### config.mk
export PLATFORM = sky130hd
export DESIGN_NAME = fetch_controller
export DESIGN_NICKNAME = d
export VERILOG_FILES = /design/src/rtl/cpu_pkg.sv /design/src/rtl/fetch_fifo.sv /design/src/rtl/fetch_controller.sv
export SDC_FILE = /design/constraint.sdc
export NUM_CORES = 1
export LEC_CHECK = 0
export BUFFER_PORTS_ARGS = -buffer_cell sky130_fd_sc_hd__buf_4
export CAP_MARGIN = 10
export CORE_AREA = 3 3 92 94
export DETAILED_ROUTE_END_ITERATION = 10
export DIE_AREA = 0 0 95 97
export PLACE_DENSITY_LB_ADDON = 0.12
export SYNTH_ARGS = -nofsm -noshare
export SYNTH_HDL_FRONTEND = slang
export SYNTH_SLANG_ARGS = --single-unit
### constraint.sdc
create_clock -name clk -period 2.35 [get_ports clk]
set_input_delay 0.235 -clock clk [delete_from_list [all_inputs] [get_ports clk]]
set_output_delay 0.235 -clock clk [all_outputs]
set_load 0.03 [all_outputs]
### src/rtl/cpu_pkg.sv
// Shared CPU front-end defaults and types.
// Fetch widths, reset vector and fetch FSM state encoding.
package cpu_pkg;

  localparam int ADDR_W_DEF   = 12;
  localparam int INSTR_W_DEF  = 19;
  localparam int RESET_PC_DEF = 0;

  typedef enum logic [1:0] {
    S_IDLE   = 2'd0,
    S_FETCH  = 2'd1,
    S_HALTED = 2'd2
  } fetch_state_t;

endpackage

### src/rtl/fetch_fifo.sv
// Two-entry instruction buffer between fetch and decode.
// Head is read straight from registered storage.
module fetch_fifo #(
  parameter int W = 31
) (
  input  logic         clk,
  input  logic         rst,
  input  logic         push,
  input  logic         pop,
  input  logic         flush,
  input  logic [W-1:0] din,
  output logic [1:0]   count,
  output logic [W-1:0] head
);

  logic [W-1:0] mem [2];
  logic         wr_ptr;
  logic         rd_ptr;

  assign head = mem[rd_ptr];

  // Storage, pointers and occupancy; flush empties without touching data.
  always_ff @(posedge clk or posedge rst) begin
    if (rst) begin
      mem[0] <= '0;
      mem[1] <= '0;
      wr_ptr <= 1'b0;
      rd_ptr <= 1'b0;
      count  <= 2'd0;
    end else if (flush) begin
      wr_ptr <= 1'b0;
      rd_ptr <= 1'b0;
      count  <= 2'd0;
    end else begin
      if (push) begin
        mem[wr_ptr] <= din;
        wr_ptr      <= ~wr_ptr;
      end
      if (pop) begin
        rd_ptr <= ~rd_ptr;
      end
      unique case ({push, pop})
        2'b10:   count <= count + 2'd1;
        2'b01:   count <= count - 2'd1;
        default: count <= count;
      endcase
    end
  end

endmodule

### src/rtl/fetch_controller.sv
// Instruction fetch unit: PC, fetch FSM and 2-deep buffer.
// Redirect flushes the buffer and reloads the PC ahead of all else.
module fetch_controller
  import cpu_pkg::*;
#(
  parameter int ADDR_W   = ADDR_W_DEF,
  parameter int INSTR_W  = INSTR_W_DEF,
  parameter int RESET_PC = RESET_PC_DEF
) (
  input  logic               clk,
  input  logic               rst,
  input  logic               start,
  input  logic               halt,
  output logic [ADDR_W-1:0]  imem_addr,
  input  logic [INSTR_W-1:0] imem_instr,
  input  logic               redirect_valid,
  input  logic [ADDR_W-1:0]  redirect_target,
  output logic               out_valid,
  input  logic               out_ready,
  output logic [INSTR_W-1:0] out_instr,
  output logic [ADDR_W-1:0]  out_pc,
  output logic               busy
);

  localparam int EW = INSTR_W + ADDR_W;

  fetch_state_t      state;
  fetch_state_t      state_nx;
  logic [ADDR_W-1:0] pc;
  logic [1:0]        count;
  logic [EW-1:0]     head;
  logic              push;
  logic              pop;
  logic              room;

  assign imem_addr = pc;
  assign out_valid = (count != 2'd0);
  assign out_instr = head[EW-1:ADDR_W];
  assign out_pc    = head[ADDR_W-1:0];
  assign busy      = (state == S_FETCH);

  assign pop  = out_valid && out_ready && !redirect_valid;
  assign room = (count != 2'd2) || pop;
  assign push = (state == S_FETCH) && !halt &&
                !redirect_valid && room;

  // Next-state logic; a redirect freezes the state for that cycle.
  always_comb begin
    state_nx = state;
    if (!redirect_valid) begin
      unique case (state)
        S_IDLE:   if (start) state_nx = S_FETCH;
        S_FETCH:  if (halt) state_nx = S_HALTED;
        S_HALTED: if (!halt) state_nx = S_FETCH;
        default:  state_nx = S_IDLE;
      endcase
    end
  end

  // FSM state register.
  always_ff @(posedge clk or posedge rst) begin
    if (rst) state <= S_IDLE;
    else     state <= state_nx;
  end

  // PC: reload on redirect, advance on every push, wraps naturally.
  always_ff @(posedge clk or posedge rst) begin
    if (rst)                 pc <= ADDR_W'(RESET_PC);
    else if (redirect_valid) pc <= redirect_target;
    else if (push)           pc <= pc + 1'b1;
  end

  fetch_fifo #(
    .W (EW)
  ) u_fifo (
    .clk   (clk),
    .rst   (rst),
    .push  (push),
    .pop   (pop),
    .flush (redirect_valid),
    .din   ({imem_instr, pc}),
    .count (count),
    .head  (head)
  );

endmodule

==> results.yml, run 1 <==
floorplanning:
  dieHeight_um: 97
  die_area_mm2: 0.00922
  initial_core_util: 0.485
  rows: 32
  fp.dieW_um: 95
  io_pins: 82
  core_area_mm2: 0.00773
sta:
  setup_viol: 0
  grt_setup_unrepaired: "no"
  period_minus_slack_ns: 2.11
  max_freq_mhz: 474
  finClkSkew_ns: 0.0117
  timing.final.ws_setup_ns: 0.238
  final-hold-violation-count: 0
  tightest_slew_ns: 0.667
  relSlewSlack: 0.555
  fin_tns_setup_ns: 0
  finalCritPeriodShare: 0.899
  slew_violations: 0
route:
  top_layer: "met4"
  drt-total-wl_mm: 7.64
  remaining_drc_errors: 0
  ant_nets: 0
  dr_wl_met2_mm: 3.49
  routedLengthMet1_mm: 3.64
  drt-pass1-iter-count: 4
  vias: 2491
  dr_wl_met3_um: 398
  via_per_inst: 5.21
  drtIter0Drc: 66
  wl_per_cell_um: 16.0
cts:
  postCtsSetupBuffers: 0
  cts_root_buf: "clkbuf_8"
  cts.clk_slew.worst_paths_ns: 0.08
  clk_latency_ns: 0.35
  postCtsResizedCells: 0
  h-tree-depth: 3
  cts_tree: "yes"
  clkSinkCount: 80
  numCtsBuffers: 9
  clockBufferDepth: 2
  cts_hold_buf: 1
power_and_ir_drop:
  power_density_mw_per_mm2: 1220
  vdd_ir_drop_max_v: 0.000632
  p_leak_nw: 2.13
yosys:
  synthArstFlopShare: 1.00
  ys.flop_type: "dfrtp_1"
  ys_ff_latch: 80
  syn_area_per_cell_um2: 13.1
  syn-instance-count: 287
  synth_edf_count: 0
  netlist.area_leader.share: 0.534
  synth_fp_nets: 325
  synth_top_area_cell: "dfrtp_1"
  synth.distinct_cells: 40
  ys_seq_area_frac: 0.534
  syn_area_mm2: 0.00375
  yosysWarningCount: 0
  yosys-top-cells-area: "dfrtp_1 (53%), mux2_1 (19%), mux2_2 (9.3%), nand2_1 (1.7%), o21ai_0 (1.5%)"
job:
  maxCapViolations: 0
global_route:
  track_usage: 0.179
  first_global_vias: 2543
  grt_max_degree: 44
  grt_pass1_wl_mm: 12.7
  overflow: 0
  antenna_found_initial: 0
worst_setup_path:
  cp.arrival_ns: 2.34
  end_kind: "flip-flop"
  cp_top_family: "simple AND/OR/NAND/NOR gates"
  crit_type: "flip-flop to flip-flop"
  crit_fanout: 11
  cp.required_ns: 2.58
  critPathMaxStageDelay_ns: 0.55
  worst_path_max_delay_cell: "or3b_1"
  crit_chain: "or3b_1, nor2_4, and3_2, buf_4, mux2_1"
  start_kind: "flip-flop"
  worst-path-buf-inv: 1
placed_design:
  portBuffers: 81
  place_congestion: 0.798
  dp_slack_ns: 0.232
  hpwl_mm: 5.29
finish:
  antenna-diode-count: 0
  fin_nets: 409
  areaGrowthSynthToFinish_pct: 25.9
  layout-drive-gt1-share: 0.372
hold_path:
  min_path_type: "input pin to flip-flop"
run_status:
  run_status: "finished, final reports clean"
## flip-flops by register name, summed over array words and instances, names as in the netlist
| name | flops |
|---|---|
| state | 2 |
| u_fifo.rd_ptr | 1 |
| u_fifo.count | 2 |
| imem_addr | 12 |
| u_fifo.wr_ptr | 1 |
| u_fifo.mem | 62 |
## layout by cell type, fill, tap and decap left out, types with 2 or more instances in the layout
master,n
a22oi_1,2
buf_12,4
buf_4,84
bufinv_16,2
clkbuf_8,9
clkinvlp_4,2
dfrtp_1,80
inv_1,3
mux2_1,62
mux2_2,31
mux2i_1,3
nand2_1,17
nand3_1,6
nand4_1,2
nor2_1,7
nor2b_1,4
nor3_1,6
nor3b_1,2
nor4_1,5
o21ai_0,11
or2_2,2
or3_1,2
xnor2_1,6
xor2_1,3
## logic make-up (layout without fill, tap and decap cells)
group | count (synthesis) | after routing | share of synthesized area
muxes | 96 | 96 | 0.287
DFF | 80 | 80 | 0.534
and+or+nand+nor | 60 | 60 | 0.0881
AOI/OAI and AO/OA | 21 | 21 | 0.0351
buffers and inverters | 20 | 109 | 0.0307
xor gates and xnor gates | 9 | 9 | 0.0210
adders and majority gates | 1 | 1 | 0.00334
## final timing paths
kind / from / end / slack, ns / cells past startpoint
setup / recovery: state[1] / u_fifo.mem[23] / 0.24 / 5
hold / removal: redirect_target[2] / imem_addr[2] / 0.1 / 3
setup reg to reg: state[1] / u_fifo.mem[23] / 0.24 / 5
hold reg to reg: u_fifo.mem[57] / u_fifo.mem[57] / 0.49 / 1
max in group asynchronous: rst / u_fifo.mem[0] / 1.18 / 4
min in group asynchronous: rst / imem_addr[9] / 0.52 / 3
## worst register-to-register path, cell delays in order, from the launching register on
cell,delay (ns)
dfrtp_1,0.44
or3b_1,0.55
nor2_4,0.22
and3_2,0.24
buf_4,0.21
mux2_1,0.34
## per-stage QoR
| stage | total power [W] | area, µm² | cells | hold slack (ns) | util |
|---|---|---|---|---|---|
| 3_5_place_dp | 0.00471 | 4490 | 461 | 0.358 | 0.581 |
| 6_report | 0.00578 | 4720 | 478 | 0.0951 | 0.611 |
| 5_1_grt | 0.00613 | 4720 | 478 | 0.0881 | 0.611 |
| 3_3_place_gp | 0.00465 | 4490 | 461 | 0.357 | 0.581 |
| 2_1_floorplan | 0.00389 | 3750 | 287 | 0.356 | - |
| 4_1_cts | 0.00584 | 4720 | 478 | 0.0774 | 0.611 |
## cells in the mapped netlist, drive strengths merged (2+ instances only)
master	number
a22oi	2
buf	12
clkbuf	4
dfrtp	80
inv	4
mux2	93
mux2i	3
nand2	17
nand3	6
nand4	2
nor2	8
nor2b	4
nor3	6
nor3b	2
nor4	6
o21ai	12
or2	3
or3	2
xnor2	6
xor2	3
## metal layers
layer  global-route usage  vias to the layer above
met3               0.0428                        8
met4               0.0599                        0
met2                0.272                       61
met5                    0                        -
li1                     -                     1196
met1                0.251                     1226
## cell type report
type	instances	area [µm²]
well taps	102	128
multi-input cells	187	1630
fillers	650	3010
inverters	4	16.3
repair buffers	89	721
flip-flops and latches	80	2000
clock buffers	10	128
clock inverters	6	92.6
## report_power, final
group | leakage [nW] | internal (W) | switching (W)
Sequential | 0.989 | 0.00193 | 0.000327
Combinational | 1.03 | 0.00113 | 0.00128
Clock | 0.103 | 0.000604 | 0.000513
Total | 2.13 | 0.00366 | 0.00212
Note: power is estimated with default switching activity, not from simulation.
==> run 2, diff against run 1 <==
--- a/config.mk
+++ b/config.mk
@@ -7,9 +7,9 @@
 export LEC_CHECK = 0
 export BUFFER_PORTS_ARGS = -buffer_cell sky130_fd_sc_hd__buf_4
 export CAP_MARGIN = 10
-export CORE_AREA = 3 3 92 94
+export CORE_AREA = 3 3 96 98
 export DETAILED_ROUTE_END_ITERATION = 10
-export DIE_AREA = 0 0 95 97
+export DIE_AREA = 0 0 99 101
 export PLACE_DENSITY_LB_ADDON = 0.12
 export SYNTH_ARGS = -nofsm -noshare
 export SYNTH_HDL_FRONTEND = slang
==> run 2 against run 1 <==
Net effect: fmax decreased by 1.8%; core utilization decreased by 5.8 points; via count decreased by 0.12%; routed wire length increased by 0.12%; cell area increased by 0.19%; clock skew decreased by 0.0032 ns; sequential cell count unchanged; cell count increased by 1.0%; total power increased by 1.8%; critical path type unchanged; first-iteration DRC count increased by 6.1%.
==> results.yml, run 2 (synthesis gave the netlist of run 1 again) <==
run_status:
  run_status: "finished, final reports clean"
finish:
  n_fill_cell: 750
  layout-drive-gt1-share: 0.376
  fin_nets: 410
  areaGrowthSynthToFinish_pct: 26.1
  regMostFlops: "u_fifo.mem"
  layout_common_cells: "buf_4 (88), dfrtp_1 (80), mux2_1 (62)"
  final_core_util: 0.553
  largest_reg_flops: 62
  antenna-diode-count: 0
  final_common_cell: "buf_4"
  fin_area_mm2: 0.00473
global_route:
  antenna_found_initial: 0
  met1_usage: 0.225
  track_usage: 0.162
  first_global_vias: 2471
  grt-busiest-layer: "met2"
  grt_pass1_wl_mm: 12.7
  met2_usage: 0.248
  overflow: 0
  grt_max_degree: 44
  grtUsageMet3: 0.0457
sta:
  final-hold-violation-count: 0
  finalCritPeriodShare: 0.915
  max_freq_mhz: 465
  fin_tns_setup_ns: 0
  slew_violations: 0
  grt_setup_unrepaired: "no"
  finClkSkew_ns: 0.00849
  relSlewSlack: 0.591
  setup_viol: 0
  tightest_slew_ns: 0.613
  period_minus_slack_ns: 2.15
power_and_ir_drop:
  vdd_ir_drop_max_v: 0.000619
  p_total_w: 0.00588
  p_leak_nw: 2.14
  power_density_mw_per_mm2: 1240
route:
  drt-total-wl_mm: 7.64
  ant_nets: 0
  wl_per_cell_um: 15.8
  remaining_drc_errors: 0
  drt-pass1-iter-count: 4
  vias: 2488
  via_per_inst: 5.15
  drtIter0Drc: 70
placed_design:
  dpl-instance-area_mm2: 0.00449
  portBuffers: 81
  place_congestion: 0.793
  hpwl_mm: 5.29
floorplanning:
  rows: 34
  die_area_mm2: 0.0100
  io_pins: 82
  initial_core_util: 0.438
  fp.dieW_um: 99
  core_area_mm2: 0.00855
  dieHeight_um: 101
cts:
  cts.clk_slew.worst_paths_ns: 0.08
  clockBufferDepth: 2
  clkSinkCount: 80
  cts_hold_buf: 0
  cts_tree: "yes"
  postCtsResizedCells: 0
  clk_latency_ns: 0.34
  postCtsSetupBuffers: 0
  cts_root_buf: "clkbuf_8"
  h-tree-depth: 3
  numCtsBuffers: 9
hold_path:
  min_path_type: "input pin to asynchronous set/reset pin"
worst_setup_path:
  start_kind: "flip-flop"
  cp.arrival_ns: 2.37
  crit_type: "flip-flop to flip-flop"
  cp.required_ns: 2.57
  worst-path-buf-inv: 1
  end_kind: "flip-flop"
  crit_chain: "or3b_1, nor2_4, and3_2, buf_12, mux2_1"
  critPathMaxStageDelay_ns: 0.56
  cp_top_family: "simple AND/OR/NAND/NOR gates"
  worst_path_max_delay_cell: "or3b_1"
  crit_fanout: 20
job:
  maxCapViolations: 0
[run 2: cell count changes in the layout (fill, tap and decap cells not counted), moves of 2 or more]
cell and delta:
buf_4 +4, buf_12 -2, clkbuf_8 +2, clkinvlp_4 -2
[run 2: path summary, 6_finish.rpt]
kind | from | cells past startpoint | slack (ns) | end
worst max-delay path | state[1] | 5 | 0.20 | u_fifo.mem[18]
worst min-delay path | rst | 3 | 0.004 | u_fifo.mem[50]
worst max register to register | state[1] | 5 | 0.20 | u_fifo.mem[18]
worst min register to register | u_fifo.mem[23] | 1 | 0.48 | u_fifo.mem[23]
max in group asynchronous | rst | 3 | 1.93 | imem_addr[2]
min in group clk | redirect_target[3] | 3 | 0.10 | imem_addr[3]
[run 2: final cells by class]
class / count / area (µm²) / share of cell area
well taps: 108 / 135 / 0.0286
repair buffers: 90 / 701 / 0.148
inverters: 4 / 16.3 / 0.00344
clock inverters: 3 / 90.1 / 0.0191
multi-input cells: 187 / 1630 / 0.345
clock buffers: 11 / 151 / 0.0320
flip-flops and latches: 80 / 2000 / 0.424
[run 2: through the flow]
stage	setup slack (ns)	std cells	hold WS (ns)
3_5_place_dp	0.209	469	0.391
6_report	0.199	483	0.00393
2_1_floorplan	0.0633	287	0.356
4_1_cts	0.197	483	0.0126
3_3_place_gp	0.267	469	0.386
5_1_grt	0.111	483	0.0414
[run 2: routing by layer]
layer	vias to the layer above	share of wire
li1	1198	-
met1	1212	0.47
met2	71	0.46
met3	7	0.060
met4	0	0.0093
met5	-	0
[run 2: tightest hold or removal path, delay by kind of cell]
kind                   cells  cell delay, ns
buffers and inverters      3            0.56
[run 2: power breakdown]
group	internal, W	switching, W	leakage, nW
logic	0.00113	0.00128	1.03
clock network	0.000753	0.000475	0.121
registers	0.00193	0.000314	0.989
total	0.00381	0.00207	2.14
